<file path="config.mk">
export PLATFORM = sky130hd
export DESIGN_NAME = fifo_read_engine_flat
export DESIGN_NICKNAME = d
export VERILOG_FILES = /design/src/rtl/fifo_read_engine_pkg.sv /design/src/rtl/fifo_read_engine_if.sv /design/src/rtl/fifo_read_engine_skid_buf.sv /design/src/rtl/fifo_read_engine.sv /design/src/flat_wrapper.sv
export SDC_FILE = /design/constraint.sdc
export NUM_CORES = 1
export LEC_CHECK = 0
export CAP_MARGIN = 5
export CORE_MARGIN = 10
export CORE_UTILIZATION = 40
export CTS_CLUSTER_DIAMETER = 50
export DETAILED_ROUTE_END_ITERATION = 8
export GPL_TIMING_DRIVEN = 0
export HOLD_SLACK_MARGIN = 0.12
export PLACE_DENSITY = 0.66
export SYNTH_ARGS = -nofsm -noshare
export SYNTH_HDL_FRONTEND = slang
export SYNTH_HIERARCHICAL = 1
export SYNTH_SLANG_ARGS = --single-unit
</file>
<file path="constraint.sdc">
create_clock -name clock -period 4.9 [get_ports clock]
set_clock_uncertainty 0.05 [all_clocks]
set_input_delay 0.735 -clock clock [delete_from_list [all_inputs] [get_ports clock]]
set_output_delay 0.735 -clock clock [all_outputs]
set_load 0.05 [all_outputs]
</file>
<file path="src/rtl/fifo_read_engine_pkg.sv">
// Shared definitions for the FIFO read engine.
// Contents:
//   DEPTH_DEF / WIDTH_DEF - default FIFO capacity and word width
//   LEVEL_W               - occupancy counter width for the default depth (0..DEPTH)
//   state_e               - read-engine FSM states
//   level_w()             - occupancy counter width for an arbitrary depth
package fifo_read_engine_pkg;

  localparam int DEPTH_DEF = 16;
  localparam int WIDTH_DEF = 8;
  localparam int LEVEL_W   = $clog2(DEPTH_DEF) + 1;

  typedef enum logic [1:0] {
    ST_IDLE   = 2'd0,
    ST_ACTIVE = 2'd1,
    ST_ERROR  = 2'd2
  } state_e;

  function automatic int level_w(input int depth);
    return $clog2(depth) + 1;
  endfunction

endpackage

</file>
<file path="src/rtl/fifo_read_engine_if.sv">
// Valid/ready stream carrying words from the read engine to its consumer.
// Signals:
//   m_data  - stream word (engine -> consumer)
//   m_valid - m_data holds a word (engine -> consumer)
//   m_ready - consumer accepts the word this cycle (consumer -> engine)
// Modports: master (engine side), slave (consumer side).
interface fifo_read_engine_if
  import fifo_read_engine_pkg::*;
#(
  parameter int WIDTH = WIDTH_DEF
);

  logic [WIDTH-1:0] m_data;
  logic             m_valid;
  logic             m_ready;

  modport master (output m_data, output m_valid, input m_ready);
  modport slave  (input m_data, input m_valid, output m_ready);

endinterface

</file>
<file path="src/rtl/fifo_read_engine_skid_buf.sv">
// Two-entry in-order skid buffer holding words returned by the FIFO.
// Ports:
//   clock, reset - clock and synchronous active-high reset (control only)
//   push_i/din_i - capture din_i this edge
//   pop_i        - oldest entry consumed this edge (only asserted while valid)
//   dout_o       - oldest entry, 0 when empty
//   valid_o      - buffer non-empty
//   count_o      - number of stored entries (0..2)
module read_skid_buf
  import fifo_read_engine_pkg::*;
#(
  parameter int WIDTH = WIDTH_DEF
) (
  input  logic             clock,
  input  logic             reset,
  input  logic             push_i,
  input  logic [WIDTH-1:0] din_i,
  input  logic             pop_i,
  output logic [WIDTH-1:0] dout_o,
  output logic             valid_o,
  output logic [1:0]       count_o
);

  logic [WIDTH-1:0] mem_q [2];
  logic             wr_ptr_q, wr_ptr_d;
  logic             rd_ptr_q, rd_ptr_d;
  logic [1:0]       count_q, count_d;

  always_comb begin
    wr_ptr_d = push_i ? ~wr_ptr_q : wr_ptr_q;
    rd_ptr_d = pop_i  ? ~rd_ptr_q : rd_ptr_q;
    count_d  = count_q;
    case ({push_i, pop_i})
      2'b10:   count_d = count_q + 2'd1;
      2'b01:   count_d = count_q - 2'd1;
      default: count_d = count_q;
    endcase
  end

  always_ff @(posedge clock) begin
    if (reset) begin
      wr_ptr_q <= 1'b0;
      rd_ptr_q <= 1'b0;
      count_q  <= 2'd0;
    end else begin
      wr_ptr_q <= wr_ptr_d;
      rd_ptr_q <= rd_ptr_d;
      count_q  <= count_d;
    end
  end

  // Storage carries no reset; an empty buffer presents zero instead.
  always_ff @(posedge clock) begin
    if (push_i) mem_q[wr_ptr_q] <= din_i;
  end

  assign valid_o = (count_q != 2'd0);
  assign dout_o  = valid_o ? mem_q[rd_ptr_q] : '0;
  assign count_o = count_q;

endmodule

</file>
<file path="src/rtl/fifo_read_engine.sv">
// Read engine draining an external FIFO into a valid/ready stream.
// Tracks FIFO occupancy by snooping the writer strobe and counting its own
// reads, keeps at most two words buffered-or-in-flight, and latches sticky
// under/overflow errors. An underflow halts new reads until err_clear.
// Ports:
//   clock, reset          - clock and synchronous active-high reset
//   fifo_write_n          - snooped writer strobe (active-low)
//   fifo_read_n           - FIFO read strobe (active-low, combinational)
//   fifo_data_out         - FIFO read data, valid the cycle after a read edge
//   fifo_under_flow/over  - FIFO status flags
//   m_if                  - output stream (master modport)
//   level                 - tracked FIFO occupancy 0..DEPTH
//   err_under, err_over   - sticky error flags; err_clear clears both
module fifo_read_engine
  import fifo_read_engine_pkg::*;
#(
  parameter int DEPTH = DEPTH_DEF,
  parameter int WIDTH = WIDTH_DEF
) (
  input  logic                     clock,
  input  logic                     reset,
  input  logic                     fifo_write_n,
  output logic                     fifo_read_n,
  input  logic [WIDTH-1:0]         fifo_data_out,
  input  logic                     fifo_under_flow,
  input  logic                     fifo_over_flow,
  fifo_read_engine_if.master       m_if,
  output logic [$clog2(DEPTH):0]   level,
  output logic                     err_under,
  output logic                     err_over,
  input  logic                     err_clear
);

  localparam int LW = $clog2(DEPTH) + 1;
  localparam logic [LW-1:0] DEPTH_L = LW'(DEPTH);

  state_e          state_q, state_d;
  logic [LW-1:0]   level_q, level_d;
  logic            in_flight_q;
  logic            err_under_q, err_under_d;
  logic            err_over_q, err_over_d;
  logic [1:0]      buf_count;
  logic [1:0]      buf_count_d;
  logic [2:0]      demand;
  logic            pop, rd_issue, wr_seen, busy_d;

  assign pop     = m_if.m_valid & m_if.m_ready;
  assign wr_seen = ~fifo_write_n;

  // Words already committed downstream after this cycle's pop; a new read is
  // only issued while fewer than two are committed, so the skid buffer can
  // never overflow even when the consumer stalls.
  assign demand = {1'b0, buf_count} + {2'b00, in_flight_q} - {2'b00, pop};

  // Counter and error flag next-state.
  always_comb begin
    level_d = level_q;
    if (wr_seen && !rd_issue && (level_q < DEPTH_L)) level_d = level_q + 1'b1;
    else if (!wr_seen && rd_issue)                   level_d = level_q - 1'b1;

    err_under_d = err_under_q | fifo_under_flow | (rd_issue & (level_q == '0));
    err_over_d  = err_over_q  | fifo_over_flow;
    if (err_clear) begin
      err_under_d = 1'b0;
      err_over_d  = 1'b0;
    end
  end

  // FSM next-state and read strobe.
  always_comb begin
    rd_issue    = 1'b0;
    fifo_read_n = 1'b1;
    state_d     = state_q;
    buf_count_d = buf_count;
    busy_d      = 1'b0;

    if ((state_q != ST_ERROR) && (level_q != '0) && (demand < 3'd2)) rd_issue = 1'b1;
    fifo_read_n = ~rd_issue;

    buf_count_d = buf_count + {1'b0, in_flight_q} - {1'b0, pop};
    busy_d      = (buf_count_d != 2'd0) | rd_issue;

    if (err_under_d)  state_d = ST_ERROR;
    else if (busy_d)  state_d = ST_ACTIVE;
    else              state_d = ST_IDLE;
  end

  always_ff @(posedge clock) begin
    if (reset) begin
      state_q     <= ST_IDLE;
      level_q     <= '0;
      in_flight_q <= 1'b0;
      err_under_q <= 1'b0;
      err_over_q  <= 1'b0;
    end else begin
      state_q     <= state_d;
      level_q     <= level_d;
      in_flight_q <= rd_issue;
      err_under_q <= err_under_d;
      err_over_q  <= err_over_d;
    end
  end

  // Returned data is captured on the edge after the read was sampled.
  read_skid_buf #(.WIDTH(WIDTH)) u_skid (
    .clock   (clock),
    .reset   (reset),
    .push_i  (in_flight_q),
    .din_i   (fifo_data_out),
    .pop_i   (pop),
    .dout_o  (m_if.m_data),
    .valid_o (m_if.m_valid),
    .count_o (buf_count)
  );

  assign level     = level_q;
  assign err_under = err_under_q;
  assign err_over  = err_over_q;

endmodule

</file>
<file path="src/flat_wrapper.sv">
// flat-port wrapper written by rule: the top's interface ports become plain ports
module fifo_read_engine_flat import fifo_read_engine_pkg::*;
#(
  parameter int DEPTH = DEPTH_DEF,
  parameter int WIDTH = WIDTH_DEF
)
  (clock, reset, fifo_write_n, fifo_read_n, fifo_data_out, fifo_under_flow, fifo_over_flow, level, err_under, err_over, err_clear, m_if_m_data, m_if_m_valid, m_if_m_ready);
  fifo_read_engine_if #(.WIDTH(WIDTH)) m_if_i ();
  input  logic clock;
  input  logic reset;
  input  logic fifo_write_n;
  output logic fifo_read_n;
  input  logic [WIDTH-1:0] fifo_data_out;
  input  logic fifo_under_flow;
  input  logic fifo_over_flow;
  output logic [$clog2(DEPTH):0] level;
  output logic err_under;
  output logic err_over;
  input  logic err_clear;
  output wire logic [$bits(m_if_i.m_data)-1:0] m_if_m_data;
  output wire logic [$bits(m_if_i.m_valid)-1:0] m_if_m_valid;
  input wire logic [$bits(m_if_i.m_ready)-1:0] m_if_m_ready;
  assign m_if_m_data = m_if_i.m_data;
  assign m_if_m_valid = m_if_i.m_valid;
  assign m_if_i.m_ready = m_if_m_ready;
  fifo_read_engine #(.DEPTH(DEPTH), .WIDTH(WIDTH)) u_core (.clock(clock), .reset(reset), .fifo_write_n(fifo_write_n), .fifo_read_n(fifo_read_n), .fifo_data_out(fifo_data_out), .fifo_under_flow(fifo_under_flow), .fifo_over_flow(fifo_over_flow), .m_if(m_if_i), .level(level), .err_under(err_under), .err_over(err_over), .err_clear(err_clear));
endmodule
</file>
==> metrics <==
initial antenna violation count=0; row count=21; # H-tree levels=2; status=completed; core area=0.00342 mm²; Die ar.=0.00644 mm²; post_cts resized=0; clock transition at the registers of the reported paths=0.09 ns; CTS root buf=clkbuf_4; fin. max-slew vios=0; post-synthesis sequential area ratio=52.4%; worst-margin pin slew=0.685 ns; Vias/cell=4.88; library cells used by synthesis=35; Worst Path Max Fanout=10; fraction of layout cells with a size suffix above 1=8.24%; 1st-iter DRT viols=55; DR WL/cell=13.5 µm; Avg Inst Size Synth=11.0 µm²; EDFF count, synth=16; endpoints failing setup=0; IO Port Bufs=30; fin nets=193; fin crit share=94.5%; Num CTS Buffers=5; worst setup path endpoint=fifo_read_n; slowest cell delay on critical path=0.70 ns; maximum root-to-sink buffer count=2; CP most frequent cell=inv_1; Critical Path Sink Type=primary output; crit path cell chain=nor2_2 -> inv_1 -> and2_1 -> ha_1 -> inv_1 -> ha_1 -> inv_1 -> fa_1 -> xnor2_1 -> nand3_1 -> or2_2 -> buf_6 -> clkdlybuf4s50_1; pin count of the biggest net entering global routing=11; Bufs and invs on worst path=5; hpwl dp=2240 µm; FFs w/ async S/R, synth=0%; critical path data required time=4.12 ns; CP Launch Type=register; Synth top area share=33.1%; Yosys top cell by area=edfxtp_1; Top Family by Delay on Critical Path=simple AND/OR/NAND/NOR gates; setup slack, reg-to-reg=0.50 ns; CP Class=register to primary output; YS warnings=6; DIE HEIGHT=80.2 µm; Placer Congestion=0.836; Ports=32; crit path launch=u_core/u_skid/count_o[1]$_SDFFE_PP0P_; worst min-delay path class=register to register; drt first pass iters=4; DRC errors left=0; max cap viols=0; Design Area, Final=0.00186 mm²; Levels on crit path=13; CTS tree=done; ANT nets after route=0; post-placement cell area=0.00181 mm²; Filler Cell Count=312; slowest CP cell=clkdlybuf4s50_1; Final WS setup=0.270 ns; unrepaired setup endpoints after global routing=no; final setup TNS=0 ns; vias in the first global route=1075; hold-fix buffers at CTS=0; CTS sink count=30; reg2reg end=u_core/level[4]$_SDFFE_PP0P_; Mapped Nets=156; Fin. Hold Viols=0; setup bufs post-CTS=0; Synth Register Bits=30; Layout area overhead=28.3%; Worst-Skew Late Latency=0.32 ns; Global Route Usage Sum=9.46%; Inserted Diodes=0; vias=1054; Routed WL=2930 µm; Post-Synthesis Cell Area=0.00145 mm²; ys flop type=edfxtp_1; total congestion overflow=0; Die Width=80.2 µm; Post-Synthesis Cells=132; crit path time final=4.63 ns; reg2reg path depth=18; Place WS=0.184 ns; worst relative slew slack=54.2%; CP arrival=3.85 ns; worst r2r src=u_core/u_skid/count_o[1]$_SDFFE_PP0P_; Initial Utilization=42.5%; f_max=0.216 GHz; first-pass GRT wire length=4810 µm; synth top area cells=edfxtp_1, dfxtp_1, mux2i_1, nor2_1, ha_1
-- stage by stage --
step           hold slack (ns)  cells  util (%)
2_1_floorplan            0.431    132         -
3_3_place_gp             0.411    208      53.0
3_5_place_dp             0.419    208      53.0
4_1_cts                  0.440    216      54.4
5_1_grt                  0.465    216      54.5
6_report                 0.436    216      54.5
-- kinds of logic after synthesis --
logic type	Yosys count	synth area share (%)
AO/OA/AOI/OAI	15	8.53
XOR/XNOR	7	4.22
AND/OR/NAND/NOR	46	14.6
multiplexers	10	6.98
buffers and inverters	15	4.48
flip-flops	30	52.4
adder cells (fa/ha/maj)	9	8.79
-- tightest hold or removal path, delay by kind of cell (launching register included) --
family        cells  cell delay, ns
flops             1            0.32
simple gates      2            0.13
-- per-layer routing --
layer / vias up / track usage (%) / wire [µm]
met5: - / 0 / 0
met4: 0 / 3.70 / 20
met3: 2 / 5.23 / 293
met2: 34 / 14.8 / 1320
met1: 486 / 10.5 / 1290
li1: 532 / - / -
-- layout make-up --
cell class | count | area, µm² | area share (%)
flip-flops and latches | 30 | 761 | 40.9
plain buffers | 4 | 23.8 | 1.28
clock buffers | 6 | 41.3 | 2.22
inverters | 11 | 41.3 | 2.22
repair buffers | 30 | 300 | 16.1
well taps | 46 | 57.6 | 3.09
clock inverters | 2 | 8.76 | 0.470
multi-input cells | 87 | 628 | 33.7
-- state kept, by name, summed over array words and instances (netlist names), named ones only --
| signal | flops |
|---|---|
| u_core/state_q | 2 |
| u_core/u_skid/count_o | 2 |
| u_core/err_over | 1 |
| u_core/u_skid/mem_q | 16 |
| u_core/level | 5 |
| u_core/u_skid/wr_ptr_q | 1 |
| u_core/u_skid/rd_ptr_q | 1 |
| u_core/in_flight_q | 1 |
-- Yosys cell counts, drive strengths merged, types with 2 or more instances --
cell type	n
nor2	25
edfxtp	16
inv	11
buf	2
mux2i	9
nor3	3
dfxtp	14
o311a	3
nand3	2
ha	7
o21ai	3
clkbuf	2
xor2	2
nand2	6
o211ai	2
and2	4
xnor2	5
fa	2
a21oi	2
-- layout by cell type (no fill, tap or decap), types with 2 or more instances in the layout --
| cell | Yosys | layout |
|---|---|---|
| a21oi_1 | 2 | 2 |
| and2_1 | 4 | 4 |
| clkbuf_1 | 2 | 3 |
| clkbuf_4 | 0 | 5 |
| clkdlybuf4s50_1 | 0 | 30 |
| dfxtp_1 | 14 | 14 |
| edfxtp_1 | 16 | 16 |
| fa_1 | 2 | 2 |
| ha_1 | 7 | 7 |
| inv_1 | 11 | 11 |
| mux2i_1 | 9 | 9 |
| nand2_1 | 6 | 6 |
| nand3_1 | 2 | 2 |
| nor2_1 | 24 | 23 |
| nor2_2 | 1 | 2 |
| nor3_1 | 3 | 3 |
| o211ai_1 | 2 | 2 |
| o311a_1 | 3 | 3 |
| xnor2_1 | 5 | 5 |
| xor2_1 | 2 | 2 |
-- worst min-delay path by stage --
stage | from | to | slack [ns] | cells past startpoint
global placement | u_core/err_over$_SDFF_PP0_ | u_core/err_over$_SDFF_PP0_ | 0.41 | 2
finish | u_core/err_over$_SDFF_PP0_ | u_core/err_over$_SDFF_PP0_ | 0.44 | 2
CTS | u_core/err_over$_SDFF_PP0_ | u_core/err_over$_SDFF_PP0_ | 0.44 | 2
detailed placement | u_core/err_over$_SDFF_PP0_ | u_core/err_over$_SDFF_PP0_ | 0.42 | 2
floorplan | u_core/u_skid/rd_ptr_q$_SDFFE_PP0P_ | register | 0.43 | 2
global route | u_core/err_over$_SDFF_PP0_ | u_core/err_over$_SDFF_PP0_ | 0.46 | 2
Power is not shown: default switching activity piles up to over one toggle a cycle in this logic, so the estimate is an artifact.
